File: src/rtl/parque_pkg.sv
// Shared definitions for the parking barrier controllers: FSM encoding,
// the invalid plate code and default counter sizing.
package parque_pkg;

    typedef enum logic [1:0] {
        FECHADA = 2'd0,
        ABERTA  = 2'd1,
        FECHAR  = 2'd2
    } estado_t;

    localparam logic [23:0] MATR_INVALIDA = 24'h000000;
    localparam int          CNT_W_DEF     = 7;
    localparam int          TIMEOUT_DEF   = 127;

endpackage

File: src/rtl/contador_ciclos.sv
// Saturating cycle counter with synchronous clear; shared by both barrier sides.
module contador_ciclos #(
    parameter int CNT_W   = 7,
    parameter int TIMEOUT = 127
) (
    input  logic             clk,
    input  logic             reset,
    input  logic             clr,
    input  logic             en,
    output logic [CNT_W-1:0] count
);

    localparam logic [CNT_W-1:0] MAX_C = CNT_W'(TIMEOUT);

    logic [CNT_W-1:0] count_q;

    // Clear wins over enable so a fresh event always starts from zero.
    always_ff @(posedge clk) begin
        if (reset) begin
            count_q <= '0;
        end else if (clr) begin
            count_q <= '0;
        end else if (en && (count_q != MAX_C)) begin
            count_q <= count_q + 1'b1;
        end
    end

    assign count = count_q;

endmodule

File: src/rtl/abrir_barreira_2.sv
// Opening-side controller for barrier 2: accepts a plate, opens, waits for the
// passage sensor plus minimum open time (or timeout), then closes.
module abrir_barreira_2
    import parque_pkg::*;
#(
    parameter int CNT_W   = CNT_W_DEF,
    parameter int TIMEOUT = TIMEOUT_DEF
) (
    input  logic             clk,
    input  logic             reset,
    input  logic [23:0]      Matricula,
    input  logic             MatrVal,
    input  logic             sensor_passagem,
    input  logic [CNT_W-1:0] ciclos_aberto,
    output logic             Barreira2,
    output logic [CNT_W-1:0] conta_ciclos,
    output logic             MatrAceite,
    output logic             MatrErro,
    output logic [23:0]      Matr_atual
);

    localparam logic [CNT_W-1:0] TIMEOUT_C = CNT_W'(TIMEOUT);

    estado_t          state_q;
    logic             barreira_q;
    logic             aceite_q;
    logic             erro_q;
    logic [23:0]      matr_q;
    logic             passou_q;
    logic [CNT_W-1:0] count;
    logic [CNT_W-1:0] minimo;
    logic             aceita;
    logic             fecha;

    assign aceita = (state_q == FECHADA) && MatrVal && (Matricula != MATR_INVALIDA);
    assign minimo = (ciclos_aberto == '0) ? CNT_W'(1) : ciclos_aberto;
    // A sensor hit in the deciding cycle counts as well as the remembered one.
    assign fecha  = ((passou_q || sensor_passagem) && (count >= minimo)) ||
                    (count == TIMEOUT_C);

    contador_ciclos #(
        .CNT_W  (CNT_W),
        .TIMEOUT(TIMEOUT)
    ) u_contador (
        .clk  (clk),
        .reset(reset),
        .clr  (aceita),
        .en   (state_q == ABERTA),
        .count(count)
    );

    always_ff @(posedge clk) begin
        if (reset) begin
            state_q    <= FECHADA;
            barreira_q <= 1'b1;
            aceite_q   <= 1'b0;
            erro_q     <= 1'b0;
            matr_q     <= '0;
            passou_q   <= 1'b0;
        end else begin
            aceite_q <= 1'b0;
            erro_q   <= 1'b0;
            case (state_q)
                FECHADA: begin
                    if (aceita) begin
                        matr_q     <= Matricula;
                        passou_q   <= 1'b0;
                        aceite_q   <= 1'b1;
                        barreira_q <= 1'b0;
                        state_q    <= ABERTA;
                    end else if (MatrVal) begin
                        erro_q <= 1'b1;
                    end
                end
                ABERTA: begin
                    if (MatrVal) erro_q <= 1'b1;
                    if (sensor_passagem) passou_q <= 1'b1;
                    if (fecha) state_q <= FECHAR;
                end
                FECHAR: begin
                    if (MatrVal) erro_q <= 1'b1;
                    barreira_q <= 1'b1;
                    state_q    <= FECHADA;
                end
                default: begin
                    barreira_q <= 1'b1;
                    state_q    <= FECHADA;
                end
            endcase
        end
    end

    assign Barreira2    = barreira_q;
    assign conta_ciclos = count;
    assign MatrAceite   = aceite_q;
    assign MatrErro     = erro_q;
    assign Matr_atual   = matr_q;

endmodule

File: config.mk
export PLATFORM = sky130hd
export DESIGN_NAME = abrir_barreira_2
export DESIGN_NICKNAME = d
export VERILOG_FILES = /design/src/rtl/parque_pkg.sv /design/src/rtl/contador_ciclos.sv /design/src/rtl/abrir_barreira_2.sv
export SDC_FILE = /design/constraint.sdc
export NUM_CORES = 1
export LEC_CHECK = 0
export ABC_AREA = 0
export BUFFER_PORTS_ARGS = -buffer_cell sky130_fd_sc_hd__buf_2
export CAP_MARGIN = 20
export CORE_MARGIN = 8
export CORE_UTILIZATION = 51
export CTS_CLUSTER_SIZE = 8
export DETAILED_ROUTE_END_ITERATION = 8
export HOLD_SLACK_MARGIN = 0.02
export PLACE_DENSITY = 0.84
export SLEW_MARGIN = 20
export SYNTH_ARGS = -nofsm -noshare
export SYNTH_HDL_FRONTEND = slang
export SYNTH_SLANG_ARGS = --single-unit
export TNS_END_PERCENT = 30
File: constraint.sdc
create_clock -name clk -period 3.82 [get_ports clk]
set_input_delay 0.573 -clock clk [delete_from_list [all_inputs] [get_ports clk]]
set_output_delay 0.573 -clock clk [all_outputs]
set_load 0.03 [all_outputs]
-- Word-level counts from Yosys, hierarchy flattened
Index checks and enable logic that the tools add are counted.
- word-level logic and storage cells: 47
- register bits: 37
- bits in writable memories: 0
- output and inout bits: 34
- bits in read-only memories: 0
- memories: 0
- input port bits: 35
- latch bits: 0
- multiplexer cells: 12
- shift-type cells: 0
- add/sub/neg operators: 1
- multipliers: 0
- bitwise gates (word level): 2
- equality and inequality tests: 7
- div/mod/pow operators: 0
- order comparisons: 1
- reduce and logical (&&, ||, !) cells: 17
- operators by type and width (cell ; number):
    $reduce_bool A24 Y1 ; 1
    $add A7 B1 Y7 const B ; 1
    $eq A7 B7 Y1 const B ; 1
    $ge A7 B7 Y1 ; 1
    $logic_not A7 Y1 ; 1
    $mux W7 ; 1
    $ne A7 B7 Y1 const B ; 1
    $ne A2 B2 Y1 const B ; 3
    $pmux W1 S2 ; 3
    $reduce_and A2 Y1 ; 3
    $reduce_or A2 Y1 ; 3
    $mux W1 ; 5
    $logic_and A1 B1 Y1 ; 4
    $mux W2 ; 2
    $pmux W2 S2 ; 1
    $reduce_and A3 Y1 ; 1
    $eq A2 B1 Y1 const B ; 1
    $eq A2 B2 Y1 const B ; 1
    $logic_not A2 Y1 ; 1
    $logic_or A1 B1 Y1 ; 2
    $not A1 Y1 ; 2
    $reduce_bool A2 Y1 ; 1

-- Logic depth before layout (Yosys ltp)
Gate-level depths: netlist (run 1).
- depth in word-level cells: 7
- depth in mapped cells: 8
- gate-level depth less buffers: 8

-- Modules after synthesis
Synthesis (run 1) repeated with hierarchy kept, for this count alone.
- cells, all modules: 181
- area total of the unflattened synthesis: 1735.4 um^2
- by module, submodules not included (module ; area each (um^2) ; cells each ; times used ; seq. area each (um^2)):
    abrir_barreira_2 ; 1393.8 ; 145 ; 1 ; 600.6
    contador_ciclos ; 341.6 ; 36 ; 1 ; 140.1

-- Least setup slack after synthesis (run 1)
OpenSTA, ideal clock, no wires.
- kind: input port to flip-flop
- start: in ciclos_aberto[5]
- end: reg state_q[1]
- data required time: 3.701 ns
- setup time: 0.119 ns
- slack: 1.523 ns
- buffers on the path: 0
- stages on the path: 8
- data arrival time: 2.178 ns
- path through: nor4_1 > a31o_2 > ha_1 > nand2b_1 > a2111oi_0 > nor3_1 > a2bb2oi_1 > o221a_1
- longest elaborated chain between the ends: 7
- RTL lines (what ; RTL line ; RTL):
    from (decl) ; abrir_barreira_2.sv:14 ; input logic [CNT_W-1:0] ciclos_aberto,
    $logic_not A7 Y1 ; abrir_barreira_2.sv:36 ; assign minimo = (ciclos_aberto == '0) ? CNT_W'(1) : ciclos_aberto;
    $mux W7 * ; abrir_barreira_2.sv:36 ;
    $ge A7 B7 Y1 * ; abrir_barreira_2.sv:38 ; assign fecha = ((passou_q || sensor_passagem) && (count >= minimo)) ||
    $logic_and A1 B1 Y1 * ; abrir_barreira_2.sv:38 ;
    $logic_or A1 B1 Y1 * ; abrir_barreira_2.sv:38 ;
    $ne A2 B2 Y1 (no line) * ; - ;
    $reduce_and A2 Y1 (no line) * ; - ;
    to (signal assigned) ; abrir_barreira_2.sv:54 ; state_q <= FECHADA;
    to (signal assigned) ; abrir_barreira_2.sv:70 ; state_q <= ABERTA;
    to (signal assigned) ; abrir_barreira_2.sv:78 ; if (fecha) state_q <= FECHAR;
    to (decl) ; abrir_barreira_2.sv:24 ; estado_t state_q;
Every way passes the cells marked *; elsewhere a longest branch is shown, timed or not.
A chain may end at the register's enable or synchronous reset.

-- Worst setup path after layout (run 1)
- start: in Matricula[16]
- end: reg matr_q[17] (netlist: Matr_atual[17])
- longest elaborated chain between the ends: 3
- RTL lines (what ; RTL line ; RTL):
    from (decl) ; abrir_barreira_2.sv:11 ; input logic [23:0] Matricula,
    $reduce_bool A24 Y1 ; abrir_barreira_2.sv:35 ; assign aceita = (state_q == FECHADA) && MatrVal && (Matricula != MATR_INVALIDA);
    $logic_and A1 B1 Y1 ; abrir_barreira_2.sv:35 ;
    $reduce_and A2 Y1 (no line) ; - ;
    to (signal assigned) ; abrir_barreira_2.sv:66 ; matr_q <= Matricula;
    to (decl) ; abrir_barreira_2.sv:28 ; logic [23:0] matr_q;
No other way between the ends.

==> impl_results.md, run 1 <==
- Vias in the first global route: 1434
- Setup Buffers After CTS: 0
- Avg Cell Area, Syn: 9.92 um2
- Critical path class: input pin to flop
- Max Root-Sink Buffers: 2
- Pre-CTS WS: between 1 and 1.5 ns
- Reg2Reg Setup Slack: between 1.5 and 2 ns
- First-pass GRT wire length: approximately 6500 um
- CP max FO: 17
- Worst hold path depth: 3
- Post-synth top flop: dfxtp_1
- Cell chosen for the clock root: clkbuf_4
- Final Hold Vio Count: 0
- ANT nets after route: 0
- Setup WS post-layout: approximately 1.5 ns
- Worst Path Required: just over 4 ns
- Die H: between 70 and 80 um
- 1st-iter DRT viols: 83
- Drt wl/cell: around 14 um
- Worst path cell trace: buf_2, nor4_1, nand4_1, o211ai_4, buf_4, mux2i_1, nor2_1
- Crit path launch type: input pin
- Register clock-pin slew on the reported worst setup and hold paths: between 0.1 and 0.15 ns
- CTS tree: done
- Synthesized net count: approximately 220
- Final non-filler cell total: around 290
- Crit path DAT: between 2 and 3 ns
- Slowest cell on the critical path: o211ai_4
- Post-Syn Area: approximately 1700 um2
- Hold Buf Count CTS: 0
- Fin crit period: 2.31 ns
- Die area: 5450 um2
- DR vias/cell: around 5
- RD Place Congestion: between 0.8 and 0.9
- Bufs and invs on worst path: 2
- EDFF count, synth: 0
- Initial Util: about 52%
- RR Startpoint: u_contador.count[0]
- Remaining Overflow, GRT: 0
- H-tree Lvls: 2
- CP delay by family, top: compound AO/OA/AOI/OAI gates
- Register bit total from synthesis: 37
- Layout cells sized above 1: between 30 and 40%
- CTS sink count: 37
- Synthesized instance count: 172
- Period utilization: ~60%
- Finish-stage setup viols: 0
- Largest net degree at the start of global routing: 32
- Final Max Slew Viols: 0
- Core Region: approximately 3300 um2
- PD cells: ~550 nW/um2
- Leak: roughly 1.1 nW
- Worst Skew: 0.0170 ns
- Unrepaired setup endpoints after global routing: false
- Vias: 1437
- Synthesis-to-layout area growth: 24.4%
- Die width: about 74 um
- Drt pass-1 iters: 4
- Reg-to-Reg End: state_q[1]
- Synth unique cells: 31
- Antenna fix cells: 0
- Asr flop ratio synth: 0%
- Post-synthesis sequential area ratio: a little over two fifths
- Yosys warning count: 0
- Drt drc: 0
- Worst hold path class: input pin to flop
- Worst path max stage delay: between 0.6 and 0.7 ns
- Max transition margin: around 53%
- Hold endpoint: Matr_atual[6]
- Most frequent cells in the layout: buf_2 (68), dfxtp_1 (37), nor2_1 (36), mux2i_1 (26), ha_1 (12)
- Clock Latency Late Sink: between 0.3 and 0.4 ns
- Worst Reg-to-Reg Cells: 7
- Endpoint class of the critical path: flop
- Initial antenna violation count: 0
- Rows: 21
- Worst-Margin Slew: roughly 0.7 ns
- Final net count: 289
- CTS buffer count: 5
- TNS Setup: 0 ns
- Status: complete, no violations
- DPL Wire Length: between 3000 and 4000 um
- Fmax: between 400 and 500 MHz
- Hold_sp: Matricula[6]
- Max IR drop VDD: 0.347 mV
- All-Layer GR Usage: between 15 and 20%
- Most common cell after layout, fill and taps aside: buf_2
- Final wirelength: 4060 um
- Number of top-level pins: 69
- Post-CTS Resized: 0
- Placed Instances: between 200 and 300
- Port bufs: 68
- Max cap viols: 0
[final cells by class]
cell class,count,area [um2]
clock inverters,2,13.8
fillers,279,1160
clock buffers,6,51.3
multi-input cells,118,870
well taps,46,57.6
inverters,11,41.3
repair buffers,69,348
flip-flops and latches,37,741
[registers in the layout, summed over array words and instances (netlist names)]
register          cells
MatrAceite            1
MatrErro              1
passou_q              1
Barreira2             1
Matr_atual           24
state_q               2
u_contador.count      7
[synth_stat cells (all sizes together), types with 2 or more instances]
| cell | number | area share, % |
|---|---|---|
| a41oi | 2 | 1.5 |
| nand2b | 4 | 1.5 |
| buf | 3 | 3.0 |
| nor4 | 7 | 2.6 |
| mux2i | 26 | 15 |
| dfxtp | 37 | 43 |
| a21oi | 3 | 0.88 |
| xor2 | 4 | 2.1 |
| nand4 | 4 | 1.5 |
| clkbuf | 3 | 0.66 |
| inv | 11 | 2.4 |
| ha | 12 | 8.8 |
| o21ai | 3 | 0.88 |
| nand2 | 3 | 0.66 |
| nor2 | 36 | 7.9 |
[worst max path at each step]
stage,startpoint,end,slack [ns],cells after the start
floorplan,ciclos_aberto[5],state_q[1],1.52,8
global placement,Matricula[16],Matr_atual[20],1.15,7
detailed placement,Matricula[10],Matr_atual[17],1.12,7
CTS,Matricula[10],Matr_atual[17],1.49,7
global route,ciclos_aberto[5],state_q[1],1.32,9
finish,Matricula[16],Matr_atual[17],1.51,7
[stage by stage]
step	power [mW]	cell area, um2	hold slack (ns)	utilization, %
floorplan	0.864	1710	0.445	-
global placement	0.953	2060	0.458	62.6
detailed placement	0.965	2060	0.464	62.6
CTS	1.18	2120	0.459	64.6
global route	1.24	2120	0.448	64.6
finish	1.17	2120	0.467	64.6
[worst reg2reg max path, cell delays in order, from the launching register on]
cell and delay, ns:
dfxtp_1 0.46, inv_1 0.08, ha_1 0.29, nand2b_1 0.14, a2111oi_0 0.47, nor3_1 0.10
a2bb2oi_1 0.18, o221a_1 0.24
[routing by layer]
layer  up-vias  routed length (um)  GRT usage [%]  share of wire [%]
met5         -                   0              0                  0
met4         0                  45           4.66                1.1
met3         4                 266           5.87                6.6
met2        33                2030           25.9                 50
met1       662                1710           17.7                 42
li1        738                   -              -                  -
[cells by family (layout without fill, tap and decap cells)]
logic type,Yosys count,count (layout),synth area share (%)
flip-flops,37,37,43.4
AO/OA/AOI/OAI,18,18,8.58
adder cells (fa/ha/maj),12,12,8.80
multiplexers,26,26,15.3
AND/OR/NAND/NOR,57,57,15.3
buffers and inverters,17,88,6.09
XOR/XNOR,5,5,2.57
[where the power goes]
part | internal (mW) | total (mW) | switching (mW)
registers | 0.450 | 0.490 | 0.0398
clock network | 0.0897 | 0.218 | 0.128
logic | 0.175 | 0.463 | 0.288
No activity file was read; power rests on OpenSTA's default activity.
==> inputs of run 2 (changes only) <==
--- a/config.mk
+++ b/config.mk
@@ -9,11 +9,11 @@
 export BUFFER_PORTS_ARGS = -buffer_cell sky130_fd_sc_hd__buf_2
 export CAP_MARGIN = 20
 export CORE_MARGIN = 8
-export CORE_UTILIZATION = 51
+export CORE_UTILIZATION = 47
 export CTS_CLUSTER_SIZE = 8
 export DETAILED_ROUTE_END_ITERATION = 8
 export HOLD_SLACK_MARGIN = 0.02
-export PLACE_DENSITY = 0.84
+export PLACE_DENSITY = 0.78
 export SLEW_MARGIN = 20
 export SYNTH_ARGS = -nofsm -noshare
 export SYNTH_HDL_FRONTEND = slang
==> constraint.sdc (replaced) <==
create_clock -name clk -period 2.15 [get_ports clk]
set_input_delay 0.3225 -clock clk [delete_from_list [all_inputs] [get_ports clk]]
set_output_delay 0.3225 -clock clk [all_outputs]
set_load 0.03 [all_outputs]
==> run 2 against run 1 <==
- clock power up 63%
- first-iteration DRC count is 41% lower
- core utilization fell by 4.3 points
- non-clock buffer count rose by 4
- critical path depth up 2
- worst setup slack got worse by 1.3 ns
- routed wire length is 0.15% higher
- critical path type unchanged
- critical endpoint is now state_q[1]
- highest routed layer unchanged
==> impl_results.md, run 2 (synthesis gave the netlist of run 1 again) <==
- Pwr Total: approximately 2.1 mW
- Fin crit period: 1.96 ns
- Bufs and invs on worst path: 1
- Port bufs: 68
- Clock Latency Late Sink: around 0.34 ns
- Drt pass-1 iters: 4
- Final net count: 293
- Placed Instances: about 290
- Die area: roughly 5800 um2
- Crit path capture: state_q[1]
- Leak: between 1 and 1.5 nW
- Max transition margin: around 64%
- ANT nets after route: 0
- Register clock-pin slew on the reported worst setup and hold paths: 0.11 ns
- Max IR drop VDD: 0.478 mV
- Crit path DAT: about 2.2 ns
- Period utilization: between 90 and 100%
- CTS buffer count: 5
- PD cells: just under 1000 nW/um2
- Final Hold Vio Count: 0
- Setup WS post-layout: approximately 0.19 ns
- Number of top-level pins: between 60 and 70
- CP delay by family, top: compound AO/OA/AOI/OAI gates
- Rows: 22
- Worst Path Required: approximately 2.4 ns
- Slowest cell on the critical path: a2111oi_1
- Endpoint class of the critical path: flop
- CP max FO: 2
- Worst Skew: between 0.003 and 0.004 ns
- Antenna fix cells: 0
- CP Depth: 9
- DPL Wire Length: about 3200 um
- 1st-iter DRT viols: 49
- Initial Util: 47.7%
- Core Region: 3580 um2
- Final Hold Slack: approximately 0.22 ns
- Worst Reg-to-Reg Cells: 7
- H-tree Lvls: 2
- Worst hold path class: input pin to flop
- RD Place Congestion: 0.827
- DR vias/cell: 4.99
- Setup Buffers After CTS: 0
- CTS tree: done
- Unrepaired setup endpoints after global routing: false
- CTS sink count: 37
- Largest net degree at the start of global routing: 32
- Die H: 76.2 um
- Remaining Overflow, GRT: 0
- Final non-filler cell total: a little under 300
- Most frequent cells in the layout: buf_2 (68), dfxtp_1 (37), nor2_1 (36), mux2i_1 (26), ha_1 (12)
- Layout Utilization: 60.3%
- Vias in the first global route: roughly 1500
- Max Root-Sink Buffers: 2
- Die width: 76.2 um
- Fmax: about 510 MHz
- Hold_sp: Matricula[21]
- All-Layer GR Usage: 14.4%
- Drt drc: 0
- Layout cells sized above 1: between 30% and 40%
- Synthesis-to-layout area growth: 26.6%
- Reg-to-Reg End: state_q[1]
- Max cap viols: 0
- Worst setup path start: ciclos_aberto[5]
- Pre-CTS WS: -0.190 ns
- Final Max Slew Viols: 0
- Worst-Margin Slew: 0.534 ns
- Reg2Reg Setup Slack: 0.27 ns
- Most common cell after layout, fill and taps aside: buf_2
- RR Startpoint: u_contador.count[0]
- # fillers: around 330
- Critical path class: input pin to flop
- Crit path launch type: input pin
- Vias: approximately 1500
- First-pass GRT wire length: between 6000 and 7000 um
- Cell chosen for the clock root: clkbuf_4
- Status: complete, no violations
- Drt wl/cell: between 10 and 15 um
- Worst path max stage delay: about 0.43 ns
- Initial antenna violation count: 0
- Number of flip-flops in the largest register: 24
- Finish-stage setup viols: 0
- Worst path cell trace: buf_2, nor4_1, a31o_2, ha_1, nand2b_1, a2111oi_1, nor3_1, a2bb2oi_1, o221a_1
- Final wirelength: ~4000 um
-- run 2: cell types whose count changed in the layout (fill, tap and decap cells not counted), sizes merged --
cell / change
buf: +4
clkbuf: -1
clkinvlp: +1
-- run 2: worst min path at each step --
stage / slack [ns] / to / cells past startpoint
global route: 0.21 / Matr_atual[14] / 3
floorplan: 0.45 / passou_q / 2
global placement: 0.45 / Barreira2 / 2
CTS: 0.21 / Matr_atual[21] / 3
finish: 0.22 / Matr_atual[21] / 3
detailed placement: 0.47 / Barreira2 / 2
-- run 2: per-layer routing --
layer  routed length [um]  up-vias  GRT usage, %  part of all wire [%]
li1                     -      747             -                     -
met1                 1740      678          14.8                    43
met2                 1920       41          24.9                    47
met3                  354        7          6.96                   8.7
met4                   49        0          5.19                   1.2
met5                    0        -             0                     0
-- run 2: worst min-delay path, delay by kind of cell --
family | cells | cell delay, ns
buffers and inverters | 1 | 0.09
and+or+nand+nor | 1 | 0.07
muxes | 1 | 0.06
-- run 2: report_power, final --
| group | switching [mW] | internal (mW) |
|---|---|---|
| clock | 0.233 | 0.123 |
| sequential | 0.0592 | 0.799 |
| combinational | 0.532 | 0.351 |
| total | 0.824 | 1.27 |
-- run 2: layout make-up --
cell class	instances	area (um2)	area share [%]
flip-flops and latches	37	741	34.3
multi-input cells	118	871	40.3
well taps	48	60.1	2.78
inverters	11	41.3	1.91
clock buffers	5	37.5	1.74
repair buffers	73	390	18.1
clock inverters	3	17.5	0.812
-- run 2: repair_timing --
| item | in CTS | in global routing |
|---|---|---|
| setup endpoints to repair | 0 | 1 |
| resized for setup | 0 | 1 |
| hold buffers | 0 | 0 |
-- run 2: through the flow --
stage	instance area [um2]	setup TNS, ns
floorplan	1710	0
global placement	2100	-0.0829
detailed placement	2100	-0.282
CTS	2160	0
global route	2160	0
finish	2160	0
==> inputs of run 3 (changes only) <==
==> constraint.sdc (replaced) <==
create_clock -name clk -period 2.1 [get_ports clk]
set_input_delay 0.315 -clock clk [delete_from_list [all_inputs] [get_ports clk]]
set_output_delay 0.315 -clock clk [all_outputs]
set_load 0.03 [all_outputs]
==> run 3 against run 2 <==
- cell area grew 1.6%
- die area did not move
- global-route usage down 0.12 points
- critical path type unchanged
==> impl_results.md, run 3 (synthesis gave the netlist of run 1 again) <==
- Die H: 76.2 um
- Worst Skew: about 0.0064 ns
- Number of top-level pins: just under 70
- Worst path max stage delay: about 0.42 ns
- Core Region: 3580 um2
- P_int: approximately 1.5 mW
- Finish-stage setup viols: 0
- Crit path DAT: roughly 2.3 ns
- Leak: approximately 1.2 nW
- Comb pwr share: 39.7%
- All-Layer GR Usage: between 10% and 20%
- Reg2Reg Setup Slack: about 0.22 ns
- Initial antenna violation count: 0
- Placed cell areas: 2100 um2
- Fmax: a little under 500 MHz
- Pwr Total: ~2.3 mW
- Setup Buffers After CTS: 0
- Slowest cell on the critical path: a2111oi_2
- Worst path cell trace: buf_2, nor4_1, a31o_2, ha_1, nand2b_1, a2111oi_2, nor3_1, a2bb2oi_1, o221a_1
- Die area: about 5800 um2
- Clock Latency Late Sink: ~0.33 ns
- Drt drc: 0
- Synthesis-to-layout area growth: 28.6%
- PD cells: around 1000 nW/um2
- Switching pwr: 832 uW
- Layout Utilization: between 60% and 70%
- DPL Wire Length: 3360 um
- Fin crit period: 2.02 ns
- ANT nets after route: 0
- Most common cell after layout, fill and taps aside: buf_2
- Switch share: 36.2%
- Antenna fix cells: 0
- Worst hold path class: input pin to flop
- Worst-Margin Slew: between 0.5 and 0.6 ns
- Final wirelength: approximately 4300 um
- Drt pass-1 iters: 4
- Setup WS post-layout: ~0.084 ns
- Drt wl/cell: between 10 and 15 um
- Max Root-Sink Buffers: 2
- Final Hold Vio Count: 0
- Register clock-pin slew on the reported worst setup and hold paths: roughly 0.11 ns
- Final net count: 293
- Final Hold Slack: 0.222 ns
- Post-Layout Inst Area: roughly 2200 um2
- Clock power frac: 22.0%
- RD Place Congestion: 0.821
- TNS Setup: 0 ns
- Layout cells sized above 1: between 30% and 40%
- H-tree Lvls: 2
- Most frequent cells in the layout: buf_2 (68), dfxtp_1 (37), nor2_1 (36), mux2i_1 (26), ha_1 (12)
- Crit path launch type: input pin
- Initial Util: between 40% and 50%
- CTS buffer count: 5
- First-pass GRT wire length: just under 7000 um
- DR vias/cell: between 5 and 6
- CP max FO: 2
- Largest net degree at the start of global routing: 32
- Max cap viols: 0
- # fillers: between 300 and 400
- Remaining Overflow, GRT: 0
- Pre-CTS WS: -0.301 ns
- 1st-iter DRT viols: 44
- Multi-input logic area: approximately 900 um2
- Seq pwr share: between 30% and 40%
- Status: complete, no violations
- Reg area: 741 um2
- Period utilization: 96.0%
- Rows: 22
- Max IR drop VDD: roughly 0.55 mV
- Die width: ~76 um
- CTS tree: done
- Post-CTS Resized: 0
- Vias in the first global route: approximately 1600
- Hold Buf Count CTS: 0
- Final non-filler cell total: between 200 and 300
- Endpoint class of the critical path: flop
- Number of flip-flops in the largest register: 24
- Final Max Slew Viols: 0
- Port bufs: 68
- Placed Instances: approximately 290
- CTS sink count: 37
- Unrepaired setup endpoints after global routing: false
- Vias: ~1500
- Worst Path Required: between 2 and 2.5 ns
- Cell chosen for the clock root: clkbuf_4
- Critical path class: input pin to flop
- Max transition margin: a little under two thirds
-- run 3: changes by cell type in the layout (fill, tap and decap cells not counted), sizes merged --
cell | before | now
bufinv | 0 | 1
clkinv | 2 | 0
clkinvlp | 1 | 0
clkbuf | 5 | 7
-- run 3: worst max-delay path: cells and delay by family --
kind	cells	cell delay, ns
AOI/OAI and AO/OA	4	1.04
adders and majority gates	1	0.22
buffers and inverters	1	0.11
and+or+nand+nor	3	0.57
-- run 3: final timing paths --
kind,from,to,cells past startpoint
max,ciclos_aberto[5],state_q[1],9
min,Matricula[1],Matr_atual[1],3
max reg2reg,u_contador.count[0],state_q[1],7
min reg2reg,Barreira2,Barreira2,2
-- run 3: area by class of cell --
cell class | instances | area share, %
Clock buffer | 7 | 2.51
Clock inverter | 1 | 1.37
Inverter | 11 | 1.88
Multi-Input combinational cell | 118 | 39.9
Sequential cell | 37 | 33.8
Tap cell | 48 | 2.74
Timing Repair Buffer | 73 | 17.8
-- run 3: power groups by stage --
stage	logic (mW)	registers, mW	clock network (mW)
2_1_floorplan	0.478	1.09	0
3_3_place_gp	0.892	0.888	0
3_5_place_dp	0.909	0.896	0
4_1_cts	0.915	0.880	0.523
5_1_grt	0.991	0.892	0.556
6_report	0.911	0.879	0.506
-- run 3: routing by layer --
metal / global-route usage (%) / wire length [um] / vias to the layer above
met5: 0 / 0 / -
met4: 6.92 / 114 / 0
met3: 6.37 / 358 / 13
met2: 24.3 / 2080 / 48
met1: 14.7 / 1710 / 683
li1: - / - / 749
